`config.mk`:
```
export PLATFORM = sky130hd
export DESIGN_NAME = multiword_add_seq
export DESIGN_NICKNAME = d
export VERILOG_FILES = /design/src/rtl/multiword_add_seq.sv
export SDC_FILE = /design/constraint.sdc
export NUM_CORES = 1
export LEC_CHECK = 0
export CAP_MARGIN = 20
export CELL_PAD_IN_SITES_DETAIL_PLACEMENT = 1
export CELL_PAD_IN_SITES_GLOBAL_PLACEMENT = 2
export CORE_MARGIN = 2
export CORE_UTILIZATION = 30
export CTS_BUF_LIST = sky130_fd_sc_hd__clkbuf_2
export CTS_CLUSTER_DIAMETER = 120
export DETAILED_ROUTE_END_ITERATION = 12
export PLACE_DENSITY = 0.73
export RECOVER_POWER = 100
export SLEW_MARGIN = 10
export SYNTH_ARGS = -nofsm -noshare
export SYNTH_HDL_FRONTEND = slang
export SYNTH_SLANG_ARGS = --single-unit
```
`constraint.sdc`:
```
create_clock -name clk_i -period 6.7 [get_ports clk_i]
set_input_delay 1.005 -clock clk_i [delete_from_list [all_inputs] [get_ports clk_i]]
set_output_delay 1.005 -clock clk_i [all_outputs]
set_load 0.005 [all_outputs]
```
`src/rtl/multiword_add_seq.sv`:
```
// multiword_add_seq: word-serial wide adder/subtractor.
//
// Two Width*NumWords-bit operands are added (or subtracted) one Width-bit
// word per cycle, least-significant word first. A single prefix carry
// network is shared across all words, and the carry between words is held
// in a register.
//
// Ports:
//   clk_i, rst_ni            clock, asynchronous active-low reset
//   flush_i                  synchronous abort of the current operation
//   req_valid_i/req_ready_o  request handshake (a_i, b_i, sub_i, ci_i)
//   rsp_valid_o/rsp_ready_i  response handshake (sum_o, co_o, ovf_o)
//   busy_o                   high while an operation is running or held
//   zero_o                   result-is-zero flag, present only when
//                            ELAU_MWADD_ZERO_FLAG_EN is defined
//
// Speed selects the prefix structure: FAST = Kogge-Stone,
// MEDIUM = Sklansky, SLOW = serial (ripple) prefix.
//
// state | meaning
// IDLE  | ready for a request; outputs hold the last result
// RUN   | processing word cnt_q; one word per cycle
// DONE  | result valid; waiting for rsp_ready_i

package lau_pkg;
   typedef enum logic [1:0] {FAST, MEDIUM, SLOW} speed_e;
endpackage

module multiword_add_seq #(
   parameter int              Width    = 16,
   parameter int              NumWords = 4,
   parameter lau_pkg::speed_e Speed    = lau_pkg::FAST
) (
   input  logic                      clk_i,
   input  logic                      rst_ni,
   input  logic                      flush_i,
   input  logic                      req_valid_i,
   output logic                      req_ready_o,
   input  logic [Width*NumWords-1:0] a_i,
   input  logic [Width*NumWords-1:0] b_i,
   input  logic                      sub_i,
   input  logic                      ci_i,
   output logic                      rsp_valid_o,
   input  logic                      rsp_ready_i,
   output logic [Width*NumWords-1:0] sum_o,
   output logic                      co_o,
   output logic                      ovf_o,
   output logic                      busy_o
`ifdef ELAU_MWADD_ZERO_FLAG_EN
   ,
   output logic                      zero_o
`endif
);

   localparam int TotW = Width * NumWords;
   localparam int CntW = (NumWords > 1) ? $clog2(NumWords) : 1;

   typedef enum logic [1:0] {IDLE, RUN, DONE} state_e;

   state_e            state_q, state_d;
   logic [CntW-1:0]   cnt_q;
   logic              carry_q;
   logic [TotW-1:0]   a_q, b_q, sum_q;
   logic              co_q, ovf_q;
   logic              accept, last_word;
   logic [Width-1:0]  a_w, b_w, g_w, p_w, g0_w;
   logic [Width-1:0]  gk, pk, gn, pn, c_pfx, sum_w;

   assign req_ready_o = (state_q == IDLE);
   assign rsp_valid_o = (state_q == DONE);
   assign busy_o      = (state_q != IDLE);
   assign sum_o       = sum_q;
   assign co_o        = co_q;
   assign ovf_o       = ovf_q;

   // flush_i wins over a simultaneous request handshake
   assign accept    = req_valid_i & req_ready_o & ~flush_i;
   assign last_word = (cnt_q == CntW'(NumWords - 1));

   assign a_w = a_q[cnt_q*Width +: Width];
   assign b_w = b_q[cnt_q*Width +: Width];

   always_comb begin
      g_w     = a_w & b_w;
      p_w     = a_w ^ b_w;
      g0_w    = g_w;
      // fold the inter-word carry into bit 0 so the network needs no carry-in
      g0_w[0] = g_w[0] | (p_w[0] & carry_q);
   end

   always_comb begin
      gk = g0_w;
      pk = p_w;
      gn = gk;
      pn = pk;
      if (Speed == lau_pkg::SLOW) begin
         for (int i = 1; i < Width; i++) begin
            gk[i] = gk[i] | (pk[i] & gk[i-1]);
         end
      end else if (Speed == lau_pkg::MEDIUM) begin
         for (int d = 1; d < Width; d = d * 2) begin
            gn = gk;
            pn = pk;
            for (int i = 0; i < Width; i++) begin
               // upper half of each 2d block combines with the top of the lower half
               if (((i / d) % 2) == 1) begin
                  gn[i] = gk[i] | (pk[i] & gk[(i/d)*d-1]);
                  pn[i] = pk[i] & pk[(i/d)*d-1];
               end
            end
            gk = gn;
            pk = pn;
         end
      end else begin
         for (int d = 1; d < Width; d = d * 2) begin
            gn = gk;
            pn = pk;
            for (int i = d; i < Width; i++) begin
               gn[i] = gk[i] | (pk[i] & gk[i-d]);
               pn[i] = pk[i] & pk[i-d];
            end
            gk = gn;
            pk = pn;
         end
      end
      c_pfx = gk;
   end

   assign sum_w = p_w ^ {c_pfx[Width-2:0], carry_q};

   always_ff @(posedge clk_i or negedge rst_ni) begin
      if (!rst_ni) state_q <= IDLE;
      else         state_q <= state_d;
   end

   always_comb begin
      state_d = state_q;
      case (state_q)
         IDLE:    if (accept) state_d = RUN;
         RUN:     if (last_word) state_d = DONE;
         DONE:    if (rsp_ready_i) state_d = IDLE;
         default: state_d = IDLE;
      endcase
      if (flush_i) state_d = IDLE;
   end

   always_ff @(posedge clk_i or negedge rst_ni) begin
      if (!rst_ni) begin
         cnt_q   <= '0;
         carry_q <= 1'b0;
         a_q     <= '0;
         b_q     <= '0;
         sum_q   <= '0;
         co_q    <= 1'b0;
         ovf_q   <= 1'b0;
      end else if (flush_i) begin
         cnt_q <= '0;
      end else if (accept) begin
         a_q     <= a_i;
         b_q     <= sub_i ? ~b_i : b_i;
         carry_q <= sub_i ? 1'b1 : ci_i;
         cnt_q   <= '0;
      end else if (state_q == RUN) begin
         sum_q[cnt_q*Width +: Width] <= sum_w;
         carry_q <= c_pfx[Width-1];
         cnt_q   <= last_word ? '0 : cnt_q + 1'b1;
         if (last_word) begin
            co_q  <= c_pfx[Width-1];
            ovf_q <= c_pfx[Width-1] ^ c_pfx[Width-2];
         end
      end
   end

`ifdef ELAU_MWADD_ZERO_FLAG_EN
   logic zero_q;

   assign zero_o = zero_q;

   always_ff @(posedge clk_i or negedge rst_ni) begin
      if (!rst_ni) begin
         zero_q <= 1'b1;
      end else if (!flush_i) begin
         if (accept) zero_q <= 1'b1;
         else if (state_q == RUN) zero_q <= zero_q & (sum_w == '0);
      end
   end
`endif

endmodule
```
==> key figures <==
Power
  • Static power due to leakage: 4.98 nW
  • Ratio of total power to cell area: 271 nW/um^2
  • PnR Total Power: 3.25 mW
  • Worst IR drop on VDD: between 100 and 150 uV

Clock network
  • H-tree depth: 4
  • Clock insertion delay at the later pin of the skew report: roughly 0.77 ns
  • Buffer count from post-CTS setup fixing: 0
  • CTS tree: yes
  • Clock slew at reported path FFs: slightly below 0.3 ns
  • Cell at the root of the clock tree: sky130_fd_sc_hd__clkbuf_2
  • Clock tree buffer depth: 2
  • Inserted Clock Buffers: 17
  • Post-cts repair resize count: 0
  • Sinks on the clock net: 199
  • Hold_buf cts: 0

GRT
  • Number of antenna violations at the first check in global routing: 1
  • Via count of the first global-routing pass: 7031
  • Global-route wire length before repair: 40200 um
  • Gr ovfl total: 0
  • Overall fraction of global-route tracks in use: 15.8%
  • Largest net degree at the start of global routing: 195

STA
  • RSZ-0062 raised after global routing: false
  • Worst clock skew: between 0.03 and 0.04 ns
  • Peak clock frequency supported by timing: 0.195 GHz
  • Worst rel slew slack: -100%
  • Tcrit/Tclk final: 76.6%
  • Number of pins with negative max-slew slack in the final report: 159
  • Final hold viol count: 0
  • Setup-failing EPs final: 0
  • Tmin final: 5.13 ns
  • Transition at the pin with the smallest max-transition slack: 3.00 ns
  • Accumulated negative setup slack: 0 ns

Logic synthesis
  • Number of enable-type register cells in the synthesized netlist: 0
  • Share of synthesized area spent on multiplexers: 15.4%
  • Cell type with the largest total area after synthesis: sky130_fd_sc_hd__dfrtp_1
  • Dominant combinational cell family by area after synthesis: multiplexers
  • Synth Cell Area: 9410 um^2
  • Synthesized area divided by synthesized cell count: 12.4 um^2
  • Area share of xor/xnor cells in the synthesized design: between 7 and 8%
  • Share of flip-flops with an asynchronous set or reset: 100%
  • Flop and latch count out of synthesis: slightly below 200
  • Cell types occupying the most area after synthesis: sky130_fd_sc_hd__dfrtp_1 (53%), sky130_fd_sc_hd__mux2_2 (7.8%), sky130_fd_sc_hd__mux4_2 (7.7%), sky130_fd_sc_hd__xnor2_1 (6.6%), sky130_fd_sc_hd__a22o_1 (4.1%)
  • YS warnings: 0
  • Share of synthesized cell area in full adder, half adder and majority cells: ~3.2%
  • Basic-gate share of the synthesized area counting and, or, nand and nor cells: between 5 and 6%
  • Complex-gate fraction of the synthesized area: between 10 and 15%
  • Post-Synthesis Net Count: 919
  • Synth top area share: 52.9%
  • Number of library cell types mapped by synthesis: 45
  • Number of cells produced by synthesis: 761
  • Ys flop type: sky130_fd_sc_hd__dfrtp_1
  • Sequential fraction of the synthesis area: 52.9%

Drt
  • Drt via density: between 4 and 5
  • Number of remaining DRC errors: 0
  • First drt pass iteration count: 5
  • Post-route ant nets: 0
  • Initial DRC Count: 404
  • Routed length per instance: 18.6 um
  • Overall via count from detail_route: 6595
  • Detailed-route wire length: 25100 um

Placed design
  • Port-buffer cells: 203
  • Placed standard-cell area: 11800 um^2
  • Global placer's final weighted congestion: 0.723
  • Placed cell count: 1318
  • Post-detail-place hpwl: 18300 um

Die
  • Die Span Y: 181 um
  • Core Area: 30700 um^2
  • Chip Width: 181 um
  • Placement row count: 64
  • I/O Pins: 204
  • Initial Util: a little under a third
  • Die area: around 33000 um^2

Critical path
  • CP Cell Sequence: clkbuf_1, mux4_2, fa_1, a211o_1, a211oi_1, o21ai_0, o22ai_1, xor2_1, o21ai_0
  • CP Launch Type: flop
  • Worst-path maximum fanout: 37
  • Category of the critical setup timing path: flop to flop
  • CP most frequent cell: sky130_fd_sc_hd__o21ai_0
  • Slowest Stage Delay on Critical Path: 1.76 ns
  • CP Capture Type: flop
  • Data required, critical path: 7.36 ns
  • CP max-delay cell: sky130_fd_sc_hd__clkbuf_1
  • Arrival time of data at the critical path endpoint: roughly 5.8 ns

Status
  • Outcome: complete, but fails checks
  • Failing checks: max-capacitance violations, max-slew violations

Run
  • Total of max-cap violations: 4

Layout
  • Share of post-route cells with drive strength above 1: 14.5%
  • Number of nets in the layout: roughly 1100
  • Sequential standard cell area: about 5000 um^2
  • Final-layout fill cell count: 3331
  • Final non-filler cell total: 1352
  • Multi-input gate area in the final layout: 4140 um^2
  • Final core area utilization: 39.0%
  • Cell area after layout: 12000 um^2
  • Synthesis-to-layout area growth: 27.4%

Hold path
  • Hold Crit Class: primary input to async pin
## where the power goes
| part | switching [mW] | internal (mW) |
|---|---|---|
| clock network | 0.431 | 0.214 |
| logic | 0.572 | 0.514 |
| registers | 0.123 | 1.40 |
| total | 1.13 | 2.13 |
## routing by layer
metal	global-route usage, %	part of all wire (%)	up-vias
met5	0	0	-
met4	3.41	0.87	0
met3	3.00	4.6	15
met2	24.2	45	171
met1	23.3	50	3318
li1	-	-	3091
## per-stage QoR
stage | hold WS, ns | setup slack [ns]
6_report | 0.263 | 1.57
5_1_grt | 0.208 | 1.20
4_1_cts | 0.214 | 2.59
3_5_place_dp | 0.488 | 2.68
3_3_place_gp | 0.472 | 2.72
2_1_floorplan | 0.472 | 3.29
## critical path, delay by kind of cell (launching register included)
family,cells,cell delay (ns)
xor+xnor,1,0.39
mux,1,0.51
compound gates,5,1.50
fa+ha+maj,1,0.46
flops,1,0.41
buf+inv,1,1.76
## layout make-up
cell class,instances,share of cell area (%)
Antenna cell,2,0.0417
Clock buffer,18,0.751
Clock inverter,14,1.43
Inverter,8,0.250
Multi-Input combinational cell,507,34.6
Sequential cell,199,41.6
Tap cell,396,4.13
Timing Repair Buffer,208,17.3
## cell families (layout without fill, tap and decap cells)
kind of cell               count (synthesis)  after routing
buffers and inverters                     55            248
AOI/OAI and AO/OA                        181            181
DFF                                      199            199
adders and majority gates                 23             23
muxes                                     97             97
other                                      0              2
xor gates and xnor gates                  77             77
and+or+nand+nor                          129            129
## synthesized netlist by cell type (2+ instances only)
library cell / n
sky130_fd_sc_hd__mux2_2: 65
sky130_fd_sc_hd__o21ai_0: 22
sky130_fd_sc_hd__buf_4: 3
sky130_fd_sc_hd__nand2b_1: 4
sky130_fd_sc_hd__a21oi_1: 76
sky130_fd_sc_hd__a22oi_1: 3
sky130_fd_sc_hd__nand3_1: 2
sky130_fd_sc_hd__or3_1: 2
sky130_fd_sc_hd__nand4_1: 3
sky130_fd_sc_hd__nor2_1: 77
sky130_fd_sc_hd__buf_2: 29
sky130_fd_sc_hd__o211ai_1: 5
sky130_fd_sc_hd__dfrtp_1: 199
sky130_fd_sc_hd__a31oi_1: 2
sky130_fd_sc_hd__mux4_2: 32
sky130_fd_sc_hd__o21ai_1: 5
sky130_fd_sc_hd__o21a_1: 2
sky130_fd_sc_hd__a211oi_2: 3
sky130_fd_sc_hd__a211oi_1: 2
sky130_fd_sc_hd__xor2_1: 5
sky130_fd_sc_hd__a22o_1: 44
sky130_fd_sc_hd__nand2_1: 32
sky130_fd_sc_hd__a21o_1: 5
sky130_fd_sc_hd__inv_1: 8
sky130_fd_sc_hd__xnor2_1: 71
sky130_fd_sc_hd__a32o_1: 4
sky130_fd_sc_hd__fa_1: 2
sky130_fd_sc_hd__clkbuf_1: 9
sky130_fd_sc_hd__ha_1: 21
sky130_fd_sc_hd__nor2b_1: 3
sky130_fd_sc_hd__o21bai_1: 2
sky130_fd_sc_hd__buf_1: 6
## registers in the layout, indices dropped and copies added, names as in the netlist
register,count
b_q,64
cnt_q,2
sum_o,64
co_o,1
state_q,2
a_q,64
carry_q,1
ovf_o,1
## layout by cell type (no fill, tap or decap), types with 4 or more instances in the layout
cell type                         synthesis  final
sky130_fd_sc_hd__dfrtp_1                199    197
sky130_fd_sc_hd__clkdlybuf4s50_1          0    132
sky130_fd_sc_hd__nor2_1                  77     77
sky130_fd_sc_hd__a21oi_1                 76     76
sky130_fd_sc_hd__xnor2_1                 71     71
sky130_fd_sc_hd__dlygate4sd3_1            0     69
sky130_fd_sc_hd__mux2_2                  65     65
sky130_fd_sc_hd__a22o_1                  44     44
sky130_fd_sc_hd__mux4_2                  32     32
sky130_fd_sc_hd__nand2_1                 32     32
sky130_fd_sc_hd__o21ai_0                 22     23
sky130_fd_sc_hd__ha_1                    21     21
sky130_fd_sc_hd__clkbuf_2                 0     18
sky130_fd_sc_hd__inv_1                    8      8
sky130_fd_sc_hd__xor2_1                   5      6
sky130_fd_sc_hd__o211ai_1                 5      5
sky130_fd_sc_hd__a21o_1                   5      5
sky130_fd_sc_hd__a211oi_1                 2      4
sky130_fd_sc_hd__nand2b_1                 4      4
sky130_fd_sc_hd__o21ai_1                  5      4
sky130_fd_sc_hd__a32o_1                   4      4
sky130_fd_sc_hd__clkinv_2                 0      4
## final timing paths
check,slack (ns),endpoint,cells past startpoint,startpoint
setup / recovery,1.57,sum_o[47],9,cnt_q[1]
hold / removal,0.26,sum_o[21],1,rst_ni
setup reg to reg,1.57,sum_o[47],9,cnt_q[1]
hold reg to reg,0.52,sum_o[49],2,sum_o[49]
max in group asynchronous,3.07,cnt_q[0],2,rst_ni
min in group clk_i,0.52,sum_o[49],2,sum_o[49]
No activity file was read; power rests on OpenSTA's default activity.
